===== config.mk =====
export PLATFORM = sky130hd
export DESIGN_NAME = vga_line_sequencer
export DESIGN_NICKNAME = d
export VERILOG_FILES = /design/src/rtl/vga_line_sequencer.sv
export SDC_FILE = /design/constraint.sdc
export NUM_CORES = 1
export LEC_CHECK = 0
export ABC_AREA = 1
export CAP_MARGIN = 25
export CORE_MARGIN = 3
export CORE_UTILIZATION = 50
export CTS_CLUSTER_DIAMETER = 100
export DETAILED_ROUTE_END_ITERATION = 6
export HOLD_SLACK_MARGIN = 0.08
export MAX_ROUTING_LAYER = met4
export PLACE_DENSITY_LB_ADDON = 0.3
export RECOVER_POWER = 100
export SYNTH_ARGS = -nofsm -noshare
export SYNTH_HDL_FRONTEND = slang
export SYNTH_SLANG_ARGS = --single-unit

===== constraint.sdc =====
create_clock -name i_clk -period 2.4 [get_ports i_clk]
set_clock_uncertainty 0.2 [all_clocks]
set_input_delay 0.24 -clock i_clk [delete_from_list [all_inputs] [get_ports i_clk]]
set_output_delay 0.24 -clock i_clk [all_outputs]
set_load 0.01 [all_outputs]

===== src/rtl/vga_line_sequencer.sv =====
// 640x480@60 raster timing with one line-buffer fill request per active line.
// Also produces the per-line audio strobe for the PWM audio generator.
module vga_line_sequencer #(
    parameter int H_ACTIVE   = 640,
    parameter int H_FP       = 16,
    parameter int H_SYNC     = 96,
    parameter int H_BP       = 48,
    parameter int V_ACTIVE   = 480,
    parameter int V_FP       = 10,
    parameter int V_SYNC     = 2,
    parameter int V_BP       = 33,
    parameter int FETCH_LEAD = 32
) (
    input  logic       i_clk,
    input  logic       i_rst_n,
    input  logic       i_line_ack,
    output logic [9:0] o_hpos,
    output logic [9:0] o_vpos,
    output logic       o_display_on,
    output logic       o_hsync,
    output logic       o_vsync,
    output logic       o_frame_start,
    output logic       o_audio_tick,
    output logic       o_line_req,
    output logic [9:0] o_line_y,
    output logic       o_underrun
);

    localparam int H_TOTAL = H_ACTIVE + H_FP + H_SYNC + H_BP;
    localparam int V_TOTAL = V_ACTIVE + V_FP + V_SYNC + V_BP;

    localparam logic [9:0] H_LAST    = 10'(H_TOTAL - 1);
    localparam logic [9:0] V_LAST    = 10'(V_TOTAL - 1);
    localparam logic [9:0] H_ACT     = 10'(H_ACTIVE);
    localparam logic [9:0] V_ACT     = 10'(V_ACTIVE);
    localparam logic [9:0] HS_START  = 10'(H_ACTIVE + H_FP);
    localparam logic [9:0] HS_END    = 10'(H_ACTIVE + H_FP + H_SYNC);
    localparam logic [9:0] VS_START  = 10'(V_ACTIVE + V_FP);
    localparam logic [9:0] VS_END    = 10'(V_ACTIVE + V_FP + V_SYNC);
    localparam logic [9:0] FETCH_PRE = 10'(H_TOTAL - FETCH_LEAD - 1);

    typedef enum logic {
        IDLE,
        PEND
    } state_t;

    logic [9:0] r_hpos;
    logic [9:0] r_vpos;
    state_t     r_state;
    logic [9:0] r_line_y;
    logic       r_underrun;

    logic       w_hwrap;
    logic [9:0] w_next_line;
    logic       w_fetch;
    state_t     w_state_nx;
    logic [9:0] w_line_y_nx;
    logic       w_underrun_nx;

    assign w_hwrap     = (r_hpos == H_LAST);
    assign w_next_line = (r_vpos == V_LAST) ? 10'd0 : r_vpos + 10'd1;
    // Counters enter the fetch point on this edge; hpos does not wrap here,
    // so the line below the current one is the target.
    assign w_fetch     = (r_hpos == FETCH_PRE) && (w_next_line < V_ACT);

    always_ff @(posedge i_clk) begin
        if (!i_rst_n) begin
            r_hpos <= FETCH_PRE;
            r_vpos <= V_LAST;
        end else if (w_hwrap) begin
            r_hpos <= 10'd0;
            r_vpos <= w_next_line;
        end else begin
            r_hpos <= r_hpos + 10'd1;
        end
    end

    always_ff @(posedge i_clk) begin
        if (!i_rst_n) begin
            r_state    <= IDLE;
            r_line_y   <= 10'd0;
            r_underrun <= 1'b0;
        end else begin
            r_state    <= w_state_nx;
            r_line_y   <= w_line_y_nx;
            r_underrun <= w_underrun_nx;
        end
    end

    always_comb begin
        w_state_nx    = r_state;
        w_line_y_nx   = r_line_y;
        w_underrun_nx = r_underrun;
        unique case (r_state)
            IDLE: begin
                if (w_fetch) begin
                    w_state_nx  = PEND;
                    w_line_y_nx = w_next_line;
                end
            end
            PEND: begin
                // An ack on the wrap edge itself still counts as on time.
                if (i_line_ack) begin
                    w_state_nx = IDLE;
                end else if (w_hwrap) begin
                    w_state_nx    = IDLE;
                    w_underrun_nx = 1'b1;
                end
            end
            default: w_state_nx = IDLE;
        endcase
    end

    assign o_hpos        = r_hpos;
    assign o_vpos        = r_vpos;
    assign o_display_on  = (r_hpos < H_ACT) && (r_vpos < V_ACT);
    assign o_hsync       = !((r_hpos >= HS_START) && (r_hpos < HS_END));
    assign o_vsync       = !((r_vpos >= VS_START) && (r_vpos < VS_END));
    assign o_frame_start = (r_hpos == 10'd0) && (r_vpos == 10'd0);
    assign o_audio_tick  = (r_hpos == 10'd0);
    assign o_line_req    = (r_state == PEND);
    assign o_line_y      = r_line_y;
    assign o_underrun    = r_underrun;

endmodule

* Word-level counts from Yosys, hierarchy flattened
Cells that the tools add are included.
Widths: inputs -> output; s select.
** Operators by class
- Add/subtract/negate cells :: 2
- Multipliers :: 0
- Div/mod/pow operators :: 0
- Order comparisons :: 7
- Eq/ne operators :: 3
- Shifts and indexed selects :: 0
- Muxes and demuxes :: 6
- Bitwise gates (word level) :: 3
- Reductions and logical operators :: 12
** Operator list (number)
- $eq 10x10->1 const B :: 3
- $lt 10x9->1 const B :: 3
- $add 10x1->10 const B :: 2
- $logic_not 10->1 :: 2
- $lt 10x10->1 const B :: 2
- $mux 10 :: 2
- $ge 10x10->1 const B :: 1
- $ge 10x9->1 const B :: 1
- $logic_and 1x1->1 :: 5
- $mux 1 :: 3
- $not 1->1 :: 3
- $reduce_and 3->1 :: 1
- $logic_not 1->1 :: 2
- $pmux 1 s2 :: 1
- $reduce_and 2->1 :: 1
- $reduce_or 2->1 :: 1
** Storage, ports and cells
- Register bits :: 32
- Bits in latches :: 0
- RAM bits :: 0
- ROM bits :: 0
- Input port bits :: 3
- Output and inout port bits :: 37
- Memories :: 0

* Depth between registers and ports, before layout
Gate-level depths: netlist of the first run.
- Word-level depth :: 6
- Depth in mapped cells :: 11
- Gate-level depth less buffers :: 11

* Worst setup path before layout of the first run
No wires, ideal clock.
- Kind :: reg2reg
- Start :: reg r_vpos[0], in the netlist o_vpos[0]
- End :: reg r_line_y[5], in the netlist o_line_y[5]
- Data arrival time :: 1.489 ns
- Required time :: 2.136 ns
- Setup slack :: 0.647 ns
- Cell stages (with the launch flop) :: 12
- Path buffers :: 0
- Clock period less this slack :: 1.753 ns
- Cells stage by stage :: dfxtp_1 > ha_1 > nand2_1 > nor2_1 > nand2_1 > nand2_1 > nand2_1 > nor2_1 > nand3_2 > nand3_1 > nand2_1 > nor2_1
** Between the ends
- Cells in the longest elaborated chain, start to end :: 5
- Elaborated cells between the ends (all ways) :: 6
** RTL lines
- start, declared :: RTL line 48 : logic [9:0] r_vpos;
- start signal, assigned :: RTL line 72 : r_vpos <= w_next_line;
- $add 10x1->10 / $eq 10x10->1 (equally long branches) :: RTL line 61 : assign w_next_line = (r_vpos == V_LAST) ? 10'd0 : r_vpos + 10'd1;
- $mux 10 (*) :: RTL line 61
- $lt 10x9->1 :: RTL line 64 : assign w_fetch = (r_hpos == FETCH_PRE) && (w_next_line < V_ACT);
- $logic_and 1x1->1 :: RTL line 64
- $reduce_and 2->1 (no source line)
- end signal, assigned :: RTL line 85 : r_line_y <= w_line_y_nx;
- end, declared :: RTL line 50 : logic [9:0] r_line_y;
Every way passes the cells marked *; elsewhere a longest branch is shown, timed or not.
A chain may end at the register's enable or synchronous reset.

* Worst setup path in the final report of the first run
- Start :: reg r_vpos[9], in the netlist o_vpos[9]
- End :: out o_display_on
** Between the ends
- Cells in the longest elaborated chain, start to end :: 2
** RTL lines
- $lt 10x9->1 :: RTL line 116 : assign o_display_on = (r_hpos < H_ACT) && (r_vpos < V_ACT);
- $logic_and 1x1->1 :: RTL line 116
- end, declared :: RTL line 19 : output logic o_display_on,
No other way between the ends.

==> results by group, run 1 <==
Drt
  • DR vias: 1724
  • WL per Instance: 12.4 um
  • Drt first pass iters: 4
  • Vias per cell: 5.13
  • WL final: 4.16 mm
  • Post-route DRC: 0
  • DRT iter0 DRCs: 130
  • Post-route ant nets: 0

Setup path
  • Crit path buf inv count: 1
  • Critical path arrival: 1820 ps
  • CP max stage cell: clkdlybuf4s50_1
  • Critical path peak fanout: 6
  • Max stage delay on crit path: 610 ps
  • CP cell instances: nor4_2, nor4_1, clkdlybuf4s50_1
  • Setup crit end kind: primary output
  • Register-to-register setup slack: 340 ps
  • WP data required: 1960 ps
  • CP delay by family, top: buffers and inverters
  • Critical Setup Path Class: flop to primary output
  • Crit start category: flop

Clock network
  • Setup bufs post-CTS: 0
  • Clock Pin Slew Worst Setup and Hold Paths: 100 ps
  • Total CTS buffers: 5
  • Post-CTS Hold Fix Bufs: 0
  • Clock tree buffer depth: 2
  • TritonCTS clock tree: yes
  • Clock latency on the worst-skew pair: 340 ps
  • Number of clock sinks: 32
  • CTS root buf: clkbuf_4
  • H-tree Lvls: 2

GRT
  • Global-route wire length before repair: 7.28 mm
  • Initial antenna violation count: 0
  • Vias in the first global route: 1642
  • Largest net degree at the start of global routing: 26
  • Global-route congestion overflow total: 0
  • Overall routing resource usage: 0.237

Power
  • Pleak: 1.02 nW
  • Power per Cell Area: 711 mW/mm^2
  • Overall Power: 0.00156 W
  • Peak supply drop: 0.000500 V

STA
  • Final worst slack: 144 ps
  • Tmin final: 2260 ps
  • Worst Tran Pin Value: 483 ps
  • Setup TNS: 0 ps
  • RSZ-0062 raised after global routing: no
  • Final Hold Vio Count: 0
  • Hold Slack: 237 ps
  • Final setup fails: 0
  • Slew Viols, Final: 0
  • Fmax: 0.443 GHz
  • Max_slew headroom: 0.678
  • Final period utilization: 0.940

Logic synthesis
  • Synth Register Bits: 32
  • Seq/Total Area, Yosys: 0.384
  • Unique masters post-synth: 26
  • Leading area contributor after synthesis: dfxtp_1
  • Synth top area share: 0.384
  • Syn_nets: 254
  • Gate Count Post-Synth: 247
  • Mapped Avg Cell Area: 6.75 sq um
  • Mapped Area: 0.00167 sq mm
  • Largest cells by area after synthesis: dfxtp_1 38%, nand2_1 13%, nor2_1 9.0%
  • YS warnings: 0

Floorplan
  • Die ar.: 0.00406 sq mm
  • Die W: 63.7 um
  • Initial core utilization: 0.533
  • Core ar.: 0.00313 sq mm
  • DIE HEIGHT: 63.7 um
  • Num ports: 40
  • Core Rows: 20

Place
  • Inst Count DP: 328
  • Post-DP HPWL: 3.12 mm
  • PortBufs: 39
  • Routability congestion estimate: 0.905
  • Pre-CTS WS: 288 ps

Cells and area
  • Fin nets: 298
  • Area grow syn2layout: 31.3%
  • Layout cells sized above 1: 0.0993
  • Most common cell after layout, fill and taps aside: nand2_1
  • Commonest cells after routing, fill and taps aside: 57 x nand2_1, 40 x nor2_1, 32 x dlygate4sd3_1
  • # diodes: 0
  • Fin cells: 336
  • Filler cell count: 286

Run
  • MaxCap Viol Count: 0

Min path
  • Hold Path Class: flop to flop

Run status
  • Outcome: complete, no violations
==> cell usage after synthesis, drive strengths merged <==
master,count
nand2,61
nor2,44
dfxtp,32
inv,29
nand3,24
o21ai,15
a21oi,14
nor4,5
buf,4
ha,4
nor3,4
nand4,2
o31ai,2
xor2,2
a211oi,1
clkbuf,1
nand3b,1
or2,1
xnor2,1
==> flip-flops by register name (all words and copies together) (netlist names) <==
name	count
o_line_y	10
o_vpos	10
o_line_req	1
o_hpos	10
o_underrun	1
==> per-stage QoR <==
stage | util | instance area, sq um
6_report | 0.700 | 2190
4_1_cts | 0.705 | 2210
2_1_floorplan | - | 1670
3_5_place_dp | 0.673 | 2110
5_1_grt | 0.700 | 2190
3_3_place_gp | 0.673 | 2110
==> report_power, final <==
part           switching, W  internal (W)  leakage [nW]
registers         0.0000541      0.000601         0.262
logic              0.000239      0.000199         0.709
clock network      0.000187      0.000276        0.0515
==> timing repair <==
action | CTS | global route
setup endpoints to repair | 3 | 2
resized for setup | 2 | 2
hold endpoints to repair | 0 | 0
==> cells by family after synthesis <==
family	Yosys count	share of synthesized area
and+or+nand+nor	142	0.387
buffers and inverters	34	0.0826
AOI/OAI and AO/OA	32	0.101
DFF	32	0.384
adders and majority gates	4	0.0300
xor gates and xnor gates	3	0.0158
==> worst register-to-register path, stage by stage (launching register included) <==
cell and delay, ps:
dfxtp_1 370, inv_1 100, ha_1 160, nand2_1 60, nor2_1 160, nand3_2 170, nand3_2 160, nand2_2 100
nor2_2 350, nor2_1 70, nor2_1 110
==> worst paths after layout <==
path / start / end / cells past startpoint
setup / recovery: o_vpos[9] / o_display_on / 3
hold / removal: o_line_y[9] / o_line_y[9] / 2
setup reg to reg: o_vpos[0] / o_line_y[4] / 10
hold reg to reg: o_line_y[9] / o_line_y[9] / 2
==> cell type report <==
class                      instances  area, sq um  share of cell area
multi-input combinational        181          882               0.403
clock inverter                     1         30.0              0.0137
tap                               44         55.1              0.0252
sequential                        32          643               0.294
clock buffer                       7         65.1              0.0297
inverter                          29          109              0.0497
timing repair buffer              42          404               0.185
==> per-layer routing <==
metal  up-vias  GRT usage  share of wire
li1        888          -              -
met1       783      0.295           0.47
met2        47      0.361           0.45
met3         6     0.0703          0.058
met4         0     0.0943          0.015
met5         -          -              0
Power figures use the tool's default switching activity.
==> run 2, diff against run 1 <==
--- a/config.mk
+++ b/config.mk
@@ -6,7 +6,7 @@
 export NUM_CORES = 1
 export LEC_CHECK = 0
 export ABC_AREA = 1
-export CAP_MARGIN = 25
+export CAP_MARGIN = 20
 export CORE_MARGIN = 3
 export CORE_UTILIZATION = 50
 export CTS_CLUSTER_DIAMETER = 100
==> results of run 2 <==
Same layout as run 1: the final DEF is identical, and so are final timing and power.
